--- src/rtl/mdu_sequencer_pkg.sv ---
// Shared definitions for the multiply/divide sequencer: op codes and FSM
// state encodings, plus small op-decoding helpers.
package mdu_sequencer_pkg;

    typedef enum logic [1:0] {
        MDU_MULT  = 2'b00,
        MDU_MULTU = 2'b01,
        MDU_DIV   = 2'b10,
        MDU_DIVU  = 2'b11
    } mdu_op_e;

    typedef enum logic [1:0] {
        S_IDLE = 2'b00,
        S_CALC = 2'b01,
        S_FIX  = 2'b10
    } mdu_state_e;

    // Divide ops have op[1] set.
    function automatic logic op_is_div(input logic [1:0] op);
        return op[1];
    endfunction

    // Signed ops (MULT, DIV) have op[0] clear.
    function automatic logic op_is_signed(input logic [1:0] op);
        return ~op[0];
    endfunction

endpackage

--- src/rtl/mdu_sequencer_step.sv ---
// Shared add/subtract step for the iterative multiply/divide datapath.
// In subtract mode carry=1 means x >= y (no borrow).
module mdu_sequencer_step
    import mdu_sequencer_pkg::*;
#(
    parameter int W = 33
) (
    input  logic [W-1:0] x,
    input  logic [W-1:0] y,
    input  logic         sub,
    output logic [W-1:0] sum,
    output logic         carry
);

    logic [W-1:0] y_eff;

    // Two's complement subtract is add of inverted operand plus one.
    always_comb begin
        y_eff = sub ? ~y : y;
    end

    assign {carry, sum} = {1'b0, x} + {1'b0, y_eff} + {{W{1'b0}}, sub};

endmodule

--- src/rtl/mdu_sequencer.sv ---
// Iterative multiply/divide controller owning HI/LO. Operands are reduced to
// magnitudes at start, 32 shift-add or restoring shift-subtract iterations run
// through the shared step, then a two-cycle fix-up applies signs and commits.
//
// Handshake: start/hilo_use are requests from EX; while busy they are not
// accepted and stall_req tells the hazard unit to hold the instruction until
// busy drops, at which point start is sampled again.
module mdu_sequencer
    import mdu_sequencer_pkg::*;
#(
    parameter int WIDTH = 32,
    parameter int CNTW  = 6
) (
    input  logic             clk1,
    input  logic             reset,
    input  logic             start,
    input  logic [1:0]       op,
    input  logic [WIDTH-1:0] a,
    input  logic [WIDTH-1:0] b,
    input  logic             hilo_use,
    input  logic             wr_hi,
    input  logic             wr_lo,
    input  logic [WIDTH-1:0] wdata,
    input  logic             flush,
    output logic             busy,
    output logic             stall_req,
    output logic             done,
    output logic [WIDTH-1:0] hi,
    output logic [WIDTH-1:0] lo,
    output logic [1:0]       state
);

    localparam logic [CNTW-1:0] LAST = CNTW'(WIDTH - 1);

    mdu_state_e         fsm;
    logic [2*WIDTH:0]   acc;
    logic [WIDTH-1:0]   operand;
    logic [CNTW-1:0]    counter;
    logic               is_div;
    logic               neg_q;
    logic               neg_r;
    logic               zero_div;
    logic               fix_phase;

    logic [WIDTH:0]     step_x;
    logic [WIDTH:0]     step_y;
    logic [WIDTH:0]     step_sum;
    logic               step_carry;

    logic [2*WIDTH:0]   acc_mul;
    logic [2*WIDTH:0]   acc_div;
    logic [2*WIDTH:0]   acc_fix;
    logic [WIDTH-1:0]   a_mag;
    logic [WIDTH-1:0]   b_mag;
    logic [2*WIDTH-1:0] prod;
    logic [WIDTH-1:0]   quot;
    logic [WIDTH-1:0]   rem;

    assign busy      = (fsm != S_IDLE);
    assign stall_req = busy & (start | hilo_use);
    assign state     = fsm;

    mdu_sequencer_step #(.W(WIDTH + 1)) u_step (
        .x     (step_x),
        .y     (step_y),
        .sub   (is_div),
        .sum   (step_sum),
        .carry (step_carry)
    );

    // Step operands: mul adds to the upper half, div trials the shifted remainder.
    always_comb begin
        step_y = {1'b0, operand};
        if (is_div) begin
            step_x = acc[2*WIDTH-1:WIDTH-1];
        end else begin
            step_x = {1'b0, acc[2*WIDTH-1:WIDTH]};
        end
    end

    // Next accumulator for one iteration and the sign-corrected final result.
    always_comb begin
        acc_mul = acc[0] ? {1'b0, step_sum, acc[WIDTH-1:1]} : {1'b0, acc[2*WIDTH:1]};
        acc_div = step_carry ? {step_sum, acc[WIDTH-2:0], 1'b1}
                             : {step_x, acc[WIDTH-2:0], 1'b0};
        a_mag   = (op_is_signed(op) && a[WIDTH-1]) ? -a : a;
        b_mag   = (op_is_signed(op) && b[WIDTH-1]) ? -b : b;
        prod    = acc[2*WIDTH-1:0];
        quot    = acc[WIDTH-1:0];
        rem     = acc[2*WIDTH-1:WIDTH];
        if (is_div) begin
            // Divide by zero leaves remainder = |a|; its sign fix restores a.
            acc_fix = {1'b0,
                       (neg_r ? -rem : rem),
                       (zero_div ? {WIDTH{1'b1}} : (neg_q ? -quot : quot))};
        end else begin
            acc_fix = {1'b0, (neg_q ? -prod : prod)};
        end
    end

    // Controller FSM, datapath registers and architectural HI/LO.
    always_ff @(posedge clk1) begin
        if (reset) begin
            fsm       <= S_IDLE;
            acc       <= '0;
            operand   <= '0;
            counter   <= '0;
            is_div    <= 1'b0;
            neg_q     <= 1'b0;
            neg_r     <= 1'b0;
            zero_div  <= 1'b0;
            fix_phase <= 1'b0;
            done      <= 1'b0;
            hi        <= '0;
            lo        <= '0;
        end else if (flush) begin
            fsm       <= S_IDLE;
            counter   <= '0;
            fix_phase <= 1'b0;
            done      <= 1'b0;
        end else begin
            done <= 1'b0;
            case (fsm)
                S_IDLE: begin
                    if (wr_hi) hi <= wdata;
                    if (wr_lo) lo <= wdata;
                    if (start) begin
                        fsm      <= S_CALC;
                        counter  <= '0;
                        acc      <= {{(WIDTH+1){1'b0}}, a_mag};
                        operand  <= b_mag;
                        is_div   <= op_is_div(op);
                        neg_q    <= op_is_signed(op) & (a[WIDTH-1] ^ b[WIDTH-1]);
                        neg_r    <= op_is_signed(op) & op_is_div(op) & a[WIDTH-1];
                        zero_div <= op_is_div(op) & (b == '0);
                    end
                end
                S_CALC: begin
                    acc <= is_div ? acc_div : acc_mul;
                    if (counter == LAST) begin
                        counter <= '0;
                        fsm     <= S_FIX;
                    end else begin
                        counter <= counter + 1'b1;
                    end
                end
                S_FIX: begin
                    if (!fix_phase) begin
                        acc       <= acc_fix;
                        fix_phase <= 1'b1;
                    end else begin
                        hi        <= acc[2*WIDTH-1:WIDTH];
                        lo        <= acc[WIDTH-1:0];
                        done      <= 1'b1;
                        fix_phase <= 1'b0;
                        fsm       <= S_IDLE;
                    end
                end
                default: fsm <= S_IDLE;
            endcase
        end
    end

endmodule

--- config.mk ---
export PLATFORM = sky130hd
export DESIGN_NAME = mdu_sequencer
export DESIGN_NICKNAME = d
export VERILOG_FILES = /design/src/rtl/mdu_sequencer_pkg.sv /design/src/rtl/mdu_sequencer_step.sv /design/src/rtl/mdu_sequencer.sv
export SDC_FILE = /design/constraint.sdc
export NUM_CORES = 1
export LEC_CHECK = 0
export BUFFER_PORTS_ARGS = -buffer_cell sky130_fd_sc_hd__buf_2
export CORE_UTILIZATION = 64
export DETAILED_ROUTE_END_ITERATION = 7
export HOLD_SLACK_MARGIN = 0.05
export PLACE_DENSITY = 0.87
export SLEW_MARGIN = 20
export SYNTH_ARGS = -nofsm -noshare
export SYNTH_HDL_FRONTEND = slang
export SYNTH_SLANG_ARGS = --single-unit
export TNS_END_PERCENT = 50
--- constraint.sdc ---
create_clock -name clk1 -period 13.7 [get_ports clk1]
set_input_delay 1.37 -clock clk1 [delete_from_list [all_inputs] [get_ports clk1]]
set_output_delay 1.37 -clock clk1 [all_outputs]
set_load 0.03 [all_outputs]
==> run_results.csv, run 1 <==
group,metric,value,unit
worst_setup_path,cp-end-kind,"flip-flop",
global_route,grt_overflow_total,0,
synthesis,yosys_warnings,0,
worst_setup_path,critPathBufInv,1,
worst_setup_path,path_cells,"buf_4 > mux2_2 > ha_1 > a21oi_1 > o221ai_1 > a31oi_1 > o21ai_0 > a311o_1 > a211oi_1 > xnor2_1 > a21oi_1 > o32ai_1",
worst_setup_path,path_max_fanout,87,
clock_tree,numCtsBuffers,17,
place,placedInstanceArea,0.0146,mm²
clock_tree,ctsHtreeMaxLevel,4,
finish,drive_gt1_frac,0.160,
floorplan,design.die.area,0.0222,mm²
synthesis,netlist_area,0.0139,mm²
place,place_congestion,0.973,
sta,fin_crit,5.27,ns
clock_tree,cts_tree,"built",
worst_setup_path,r2r_start,"is_div",
sta,setup_viol,0,
finish,fin_area,0.0152,mm²
clock_tree,post_cts_buffers,0,
clock_tree,ctsResizeCount,0,
drt,vias,14400,
floorplan,dieHeight,149,µm
drt,avgViaCountPerCell,6.53,
floorplan,core,0.0212,mm²
drt,drt_first_pass_iters,6,
global_route,grt.total_usage,0.383,
sta,hold_viol,0,
floorplan,pin_count,174,
drt,ant_nets,0,
global_route,grt_pass1_wl,67100,µm
floorplan,row_count,53,
sta,clock_skew,0.0107,ns
place,port_buffers,173,
clock_tree,clk_path_buf_depth,2,
synthesis,avgSynthCellArea,7.42,µm²
floorplan,initial_core_util,0.655,
finish,fin_nets,2066,
hold_path,worstHoldStart,"neg_r",
synthesis,synth-seq-cells,175,
clock_tree,hold_buffers,0,
sta,slew_headroom,0.302,
drt,drt-initial-drc-count,1819,
floorplan,fp.dieW,149,µm
synthesis,synth_cell_types,74,
worst_setup_path,cp_data_required_time,14.05,ns
clock_tree,path_clk_slew,0.08,ns
global_route,grt_pass1_vias,12600,
worst_setup_path,worstSetupStartpointType,"flip-flop",
worst_setup_path,critPathMostFrequentCell,"a21oi_1",
pwr,switching_share,0.361,
synthesis,ys.flop_type,"dfxtp_1",
clock_tree,cts.sinks,175,
sta,drv_slew,0,
pwr,p_int,0.000938,W
synthesis,netlist_instances,1869,
pwr,power.leakage,6.32,nW
synthesis,async_flop_share,0,
sta,post-route-period-util,0.384,
sta,hold_ws,0.473,ns
place,hpwlAfterDp,31700,µm
drt,drcViolationCount,0,
drt,wirelength,43400,µm
worst_setup_path,reg2reg_slack,8.43,ns
finish,fillers,1737,
worst_setup_path,cpPeakStageDelay,0.91,ns
sta,worst_slew_pin_slew,1.05,ns
finish,areaGrowthSynthToFinish,9.86,%
worst_setup_path,cpMaxStageDelayCell,"buf_4",
synthesis,synth_edf_count,0,
synthesis,synth_seq_area_share,0.253,
clock_tree,cts-root-buf,"clkbuf_16",
pwr,power.density,96.4,mW/mm²
sta,final.setup.tns,0,ns
pwr,netSwitchingPower,0.000529,W
worst_setup_path,r2r-end,"acc[58]",
pwr,peakVddDrop,0.0697,mV
synthesis,synth_nets,2015,
pwr,comb_power_share,0.254,
hold_path,hold_path_depth,2,
pwr,pwr-share-clk,0.352,
global_route,antenna_found_initial,0,
sta,rsz0062_at_grt,"false",
status,outcome,"finished clean",
drt,wire_per_inst,19.7,µm
worst_setup_path,critical_path_class,"reg2reg",
worst_setup_path,crit_family,"compound AO/OA/AOI/OAI gates",
global_route,grt_max_degree,98,
run,drv_cap,0,
worst_setup_path,worstPathArrival,5.62,ns
hold_path,hold_end,"neg_r",
pwr,seqPwrFrac,0.394,
hold_path,hold_class,"reg2reg",
worst_setup_path,cp-startpoint,"is_div",
worst_setup_path,rr_worst_depth,12,
clock_tree,insertion_delay,0.45,ns
sta,clock.fmax,190,MHz
worst reg2reg max path, stage by stage (launching register included):
cell and delay [ns]:
dfxtp_4 0.80, buf_4 0.92, mux2_2 0.44, ha_1 0.36, a21oi_1 0.30, o221ai_1 0.16, a31oi_1 0.46, o21ai_0 0.33
a311o_1 0.46, a211oi_1 0.35, xnor2_1 0.19, a21oi_1 0.10, o32ai_1 0.31
routing by layer:
layer	GRT usage	routed length, µm
met2	0.553	17900
met5	0	0
met3	0.0807	5290
met4	0.183	1830
met1	0.537	18400
synth_stat cells (all sizes together) (4+ instances only):
cell | number | share of area
a31oi | 14 | 0.0063
nor3 | 60 | 0.022
inv | 32 | 0.0087
o21bai | 4 | 0.0022
o211ai | 20 | 0.011
buf | 30 | 0.011
and3 | 15 | 0.0068
a211oi | 106 | 0.057
nor4 | 15 | 0.0068
or3 | 24 | 0.012
a21o | 20 | 0.011
o41ai | 11 | 0.0097
nand4 | 9 | 0.0045
xnor2 | 59 | 0.037
dfxtp | 175 | 0.25
mux2i | 35 | 0.025
a21boi | 5 | 0.0027
o32ai | 4 | 0.0025
nor3b | 4 | 0.0022
nor2b | 42 | 0.019
nand3 | 43 | 0.016
o31ai | 19 | 0.010
a221oi | 7 | 0.0044
a311oi | 8 | 0.0051
ha | 40 | 0.036
o221ai | 8 | 0.0051
o22ai | 5 | 0.0023
a211o | 9 | 0.0057
or2 | 9 | 0.0041
nor2 | 222 | 0.060
xor2 | 85 | 0.054
and2 | 12 | 0.0054
a22oi | 9 | 0.0049
o2bb2ai | 4 | 0.0025
mux2 | 62 | 0.050
o21a | 5 | 0.0027
o21ai | 107 | 0.039
nand2b | 12 | 0.0054
nand3b | 4 | 0.0022
nand2 | 144 | 0.040
or4 | 15 | 0.0092
a21oi | 206 | 0.075
clkbuf | 125 | 0.034
power groups by stage:
| stage | Combinational [W] | Clock, W | Sequential, W |
|---|---|---|---|
| after floorplan | 0.000244 | 0 | 0.000602 |
| after global placement | 0.000354 | 0 | 0.000586 |
| after detailed placement | 0.000361 | 0 | 0.000587 |
| after CTS | 0.000365 | 0.000514 | 0.000575 |
| after global routing | 0.000403 | 0.000537 | 0.000581 |
| final | 0.000372 | 0.000517 | 0.000578 |
worst max-delay path by stage:
stage,cells after the start,slack (ns),endpoint
final,12,8.43,acc[58]
after global routing,12,8.13,acc[36]
after CTS,12,8.52,acc[58]
after detailed placement,12,8.53,acc[58]
after global placement,12,8.71,acc[53]
after floorplan,18,8.93,acc[63]
layout make-up:
cell class,count,area (µm²),area share
clock inverters,15,196,0.0129
inverters,32,120,0.00789
repair buffers,187,973,0.0639
flip-flops and latches,175,3510,0.230
multi-input cells,1507,9660,0.634
clock buffers,17,425,0.0279
well taps,275,344,0.0226
diodes,1,2.50,0.000164
cells by family (layout without fill, tap and decap cells):
group                      count (synthesis)  count (layout)  share of synthesized area
AOI/OAI and AO/OA                        587             587                      0.269
xor gates and xnor gates                 144             144                     0.0910
adders and majority gates                 41              41                     0.0376
buffers and inverters                    187             251                     0.0538
DFF                                      175             175                      0.253
muxes                                     97              97                     0.0757
other                                      0               1                          0
and+or+nand+nor                          638             638                      0.220
sequential cells by signal, summed over array words and instances (netlist names):
| signal | count |
|---|---|
| zero_div | 1 |
| neg_q | 1 |
| neg_r | 1 |
| done | 1 |
| is_div | 1 |
| lo | 32 |
| counter | 6 |
| fix_phase | 1 |
| acc | 65 |
| operand | 32 |
| hi | 32 |
| state | 2 |
cell usage in the layout, fill, tap and decap left out, types with 7 or more instances in the layout:
cell	instances
dfxtp_1	174
a22oi_1	9
a221oi_1	7
a211oi_1	106
nand2_1	143
buf_4	15
clkbuf_16	17
and3_1	15
xnor2_1	59
nand2b_1	12
a21oi_1	203
o221ai_1	8
nor3_1	59
a21o_1	20
ha_1	39
xor2_1	85
o41ai_1	9
nand4_1	8
mux2i_1	35
a31oi_1	13
nand3_1	43
a211o_1	9
nor2b_1	42
buf_2	172
a311oi_1	8
nor4_1	15
o21ai_0	103
or3_1	22
o31ai_1	19
mux2_2	62
and2_1	11
o211ai_1	20
or4_1	11
inv_1	32
nor2_1	222
stage by stage:
step | cells | utilization | worst slack (ns) | power (W)
finish | 2209 | 0.720 | 8.43 | 0.00147
global route | 2208 | 0.720 | 8.13 | 0.00152
floorplan | 1869 | - | 8.93 | 0.000845
detailed placement | 2176 | 0.690 | 8.53 | 0.000949
CTS | 2208 | 0.720 | 8.52 | 0.00145
global placement | 2176 | 0.690 | 8.71 | 0.000940
No activity file was read; power rests on OpenSTA's default activity.
==> run 2, diff against run 1 <==
--- a/config.mk
+++ b/config.mk
@@ -6,10 +6,10 @@
 export NUM_CORES = 1
 export LEC_CHECK = 0
 export BUFFER_PORTS_ARGS = -buffer_cell sky130_fd_sc_hd__buf_2
-export CORE_UTILIZATION = 64
+export CORE_UTILIZATION = 54
 export DETAILED_ROUTE_END_ITERATION = 7
 export HOLD_SLACK_MARGIN = 0.05
-export PLACE_DENSITY = 0.87
+export PLACE_DENSITY = 0.78
 export SLEW_MARGIN = 20
 export SYNTH_ARGS = -nofsm -noshare
 export SYNTH_HDL_FRONTEND = slang
==> constraint.sdc (replaced) <==
create_clock -name clk1 -period 4.7 [get_ports clk1]
set_input_delay 0.47 -clock clk1 [delete_from_list [all_inputs] [get_ports clk1]]
set_output_delay 0.47 -clock clk1 [all_outputs]
set_load 0.03 [all_outputs]
==> run 2 against run 1 <==
Compared with the run above:
- sequential cell count unchanged
- critical path depth increased by 1
- non-clock buffer count increased by 15
- largest power group unchanged
- final cell count increased by 3.1%
- sequential share of layout area decreased by 0.26 points
- cell area increased by 1.1%
==> run_results.csv, run 2 (synthesis gave the netlist of run 1 again) <==
group,metric,value,unit
sta,slew_headroom,0.343,
sta,hold_ws,0.283,ns
sta,clock.fmax,226,MHz
run,drv_cap,0,
place,place_congestion,0.973,
finish,diodes,0,
global_route,grt.total_usage,0.334,
status,outcome,"finished clean",
global_route,grt_max_degree,80,
drt,wirelength,44300,µm
drt,drt_first_pass_iters,6,
global_route,grt_pass1_wl,69700,µm
global_route,grt_overflow_total,0,
floorplan,pin_count,174,
worst_setup_path,path_max_fanout,59,
drt,drt-initial-drc-count,2229,
clock_tree,path_clk_slew,0.08,ns
global_route,grt_pass1_vias,12800,
floorplan,fp.dieW,162,µm
place,port_buffers,173,
drt,avgViaCountPerCell,6.33,
worst_setup_path,cp-end-kind,"flip-flop",
sta,drv_slew,0,
floorplan,row_count,58,
worst_setup_path,worstPathArrival,4.78,ns
finish,fin_nets,2081,
sta,setup_viol,0,
hold_path,hold_class,"in2reg",
sta,worst_slew_pin_slew,0.984,ns
pwr,peakVddDrop,0.258,mV
finish,final_cell_mix,"nor2_1, a21oi_1, dfxtp_1",
clock_tree,post_cts_buffers,0,
floorplan,dieHeight,162,µm
clock_tree,ctsHtreeMaxLevel,4,
drt,drcViolationCount,0,
pwr,power.leakage,6.41,nW
finish,drive_gt1_frac,0.167,
sta,post-route-period-util,0.943,
clock_tree,clk_path_buf_depth,2,
worst_setup_path,cp_data_required_time,5.05,ns
clock_tree,numCtsBuffers,17,
worst_setup_path,critical_path_class,"reg2reg",
sta,final.setup.tns,0,ns
global_route,antenna_found_initial,0,
clock_tree,hold_buffers,0,
worst_setup_path,reg2reg_slack,0.27,ns
sta,hold_viol,0,
floorplan,design.die.area,0.0263,mm²
pwr,power.density,279,mW/mm²
clock_tree,ctsResizeCount,0,
clock_tree,insertion_delay,0.45,ns
place,hpwlAfterDp,33100,µm
clock_tree,cts-root-buf,"clkbuf_16",
finish,largest_register,"acc",
clock_tree,cts_tree,"built",
finish,areaGrowthSynthToFinish,11.1,%
finish,largest_reg_flops,65,
floorplan,initial_core_util,0.550,
finish,fillers,2289,
clock_tree,cts.sinks,175,
sta,rsz0062_at_grt,"false",
drt,wire_per_inst,19.5,µm
drt,vias,14400,
place,pre_cts_slack,0.448,ns
finish,final_common_cell,"nor2_1",
floorplan,core,0.0252,mm²
sta,layout_setup_ws,0.270,ns
worst_setup_path,worstSetupStartpointType,"flip-flop",
sta,clock_skew,0.0107,ns
drt,ant_nets,0,
sta,fin_crit,4.43,ns
==> run 2: cell count changes in the layout (fill, tap and decap cells not counted) <==
| cell | delta |
|---|---|
| buf_4 | +15 |
| clkinv_4 | +1 |
| clkinv_8 | -3 |
| clkinvlp_4 | -1 |
| diode_2 | -1 |
| inv_12 | +1 |
| inv_6 | -1 |
| inv_8 | +3 |
==> run 2: final cells by class <==
| class | instances | area (µm²) | share of cell area |
|---|---|---|---|
| flip-flops and latches | 175 | 3510 | 0.228 |
| well taps | 330 | 413 | 0.0268 |
| clock buffers | 17 | 425 | 0.0276 |
| multi-input cells | 1507 | 9660 | 0.627 |
| clock inverters | 15 | 190 | 0.0124 |
| repair buffers | 202 | 1090 | 0.0705 |
| inverters | 32 | 120 | 0.00780 |
==> run 2: stage by stage <==
| step | utilization | cells | total power [W] | instance area (µm²) |
|---|---|---|---|---|
| after floorplan | - | 1869 | 0.00246 | 13900 |
| after global placement | 0.587 | 2246 | 0.00275 | 14800 |
| after detailed placement | 0.587 | 2246 | 0.00278 | 14800 |
| after CTS | 0.611 | 2278 | 0.00426 | 15400 |
| after global routing | 0.611 | 2278 | 0.00445 | 15400 |
| final | 0.611 | 2278 | 0.00429 | 15400 |
==> run 2: path summary, 6_finish.rpt <==
kind | from | to | cells after the start
max | is_div | acc[58] | 13
min reg2reg | neg_r | neg_r | 2
min | op[1] | is_div | 3
max reg2reg | is_div | acc[58] | 13
==> run 2: power breakdown <==
group / internal [W] / leakage [nW] / switching (W)
sequential: 0.00157 / 1.43 / 0.000114
clock: 0.000774 / 0.302 / 0.000741
combinational: 0.000396 / 4.67 / 0.000691
==> run 2: routing by layer <==
metal | GRT usage | up-vias | share of wire
met2 | 0.480 | 824 | 0.41
met5 | 0 | - | 0
li1 | - | 6910 | -
met3 | 0.0577 | 88 | 0.10
met1 | 0.490 | 6604 | 0.45
met4 | 0.130 | 0 | 0.034
==> run 2: worst max-delay path, cell delays in order (launching register included) <==
cell	delay (ns)
dfxtp_4	0.85
inv_1	0.13
a21boi_0	0.35
inv_1	0.10
ha_1	0.21
a21o_1	0.18
a41o_1	0.25
a31oi_1	0.50
o21ai_0	0.32
a311o_1	0.47
a211oi_1	0.33
xnor2_1	0.21
a21oi_1	0.11
o32ai_1	0.28
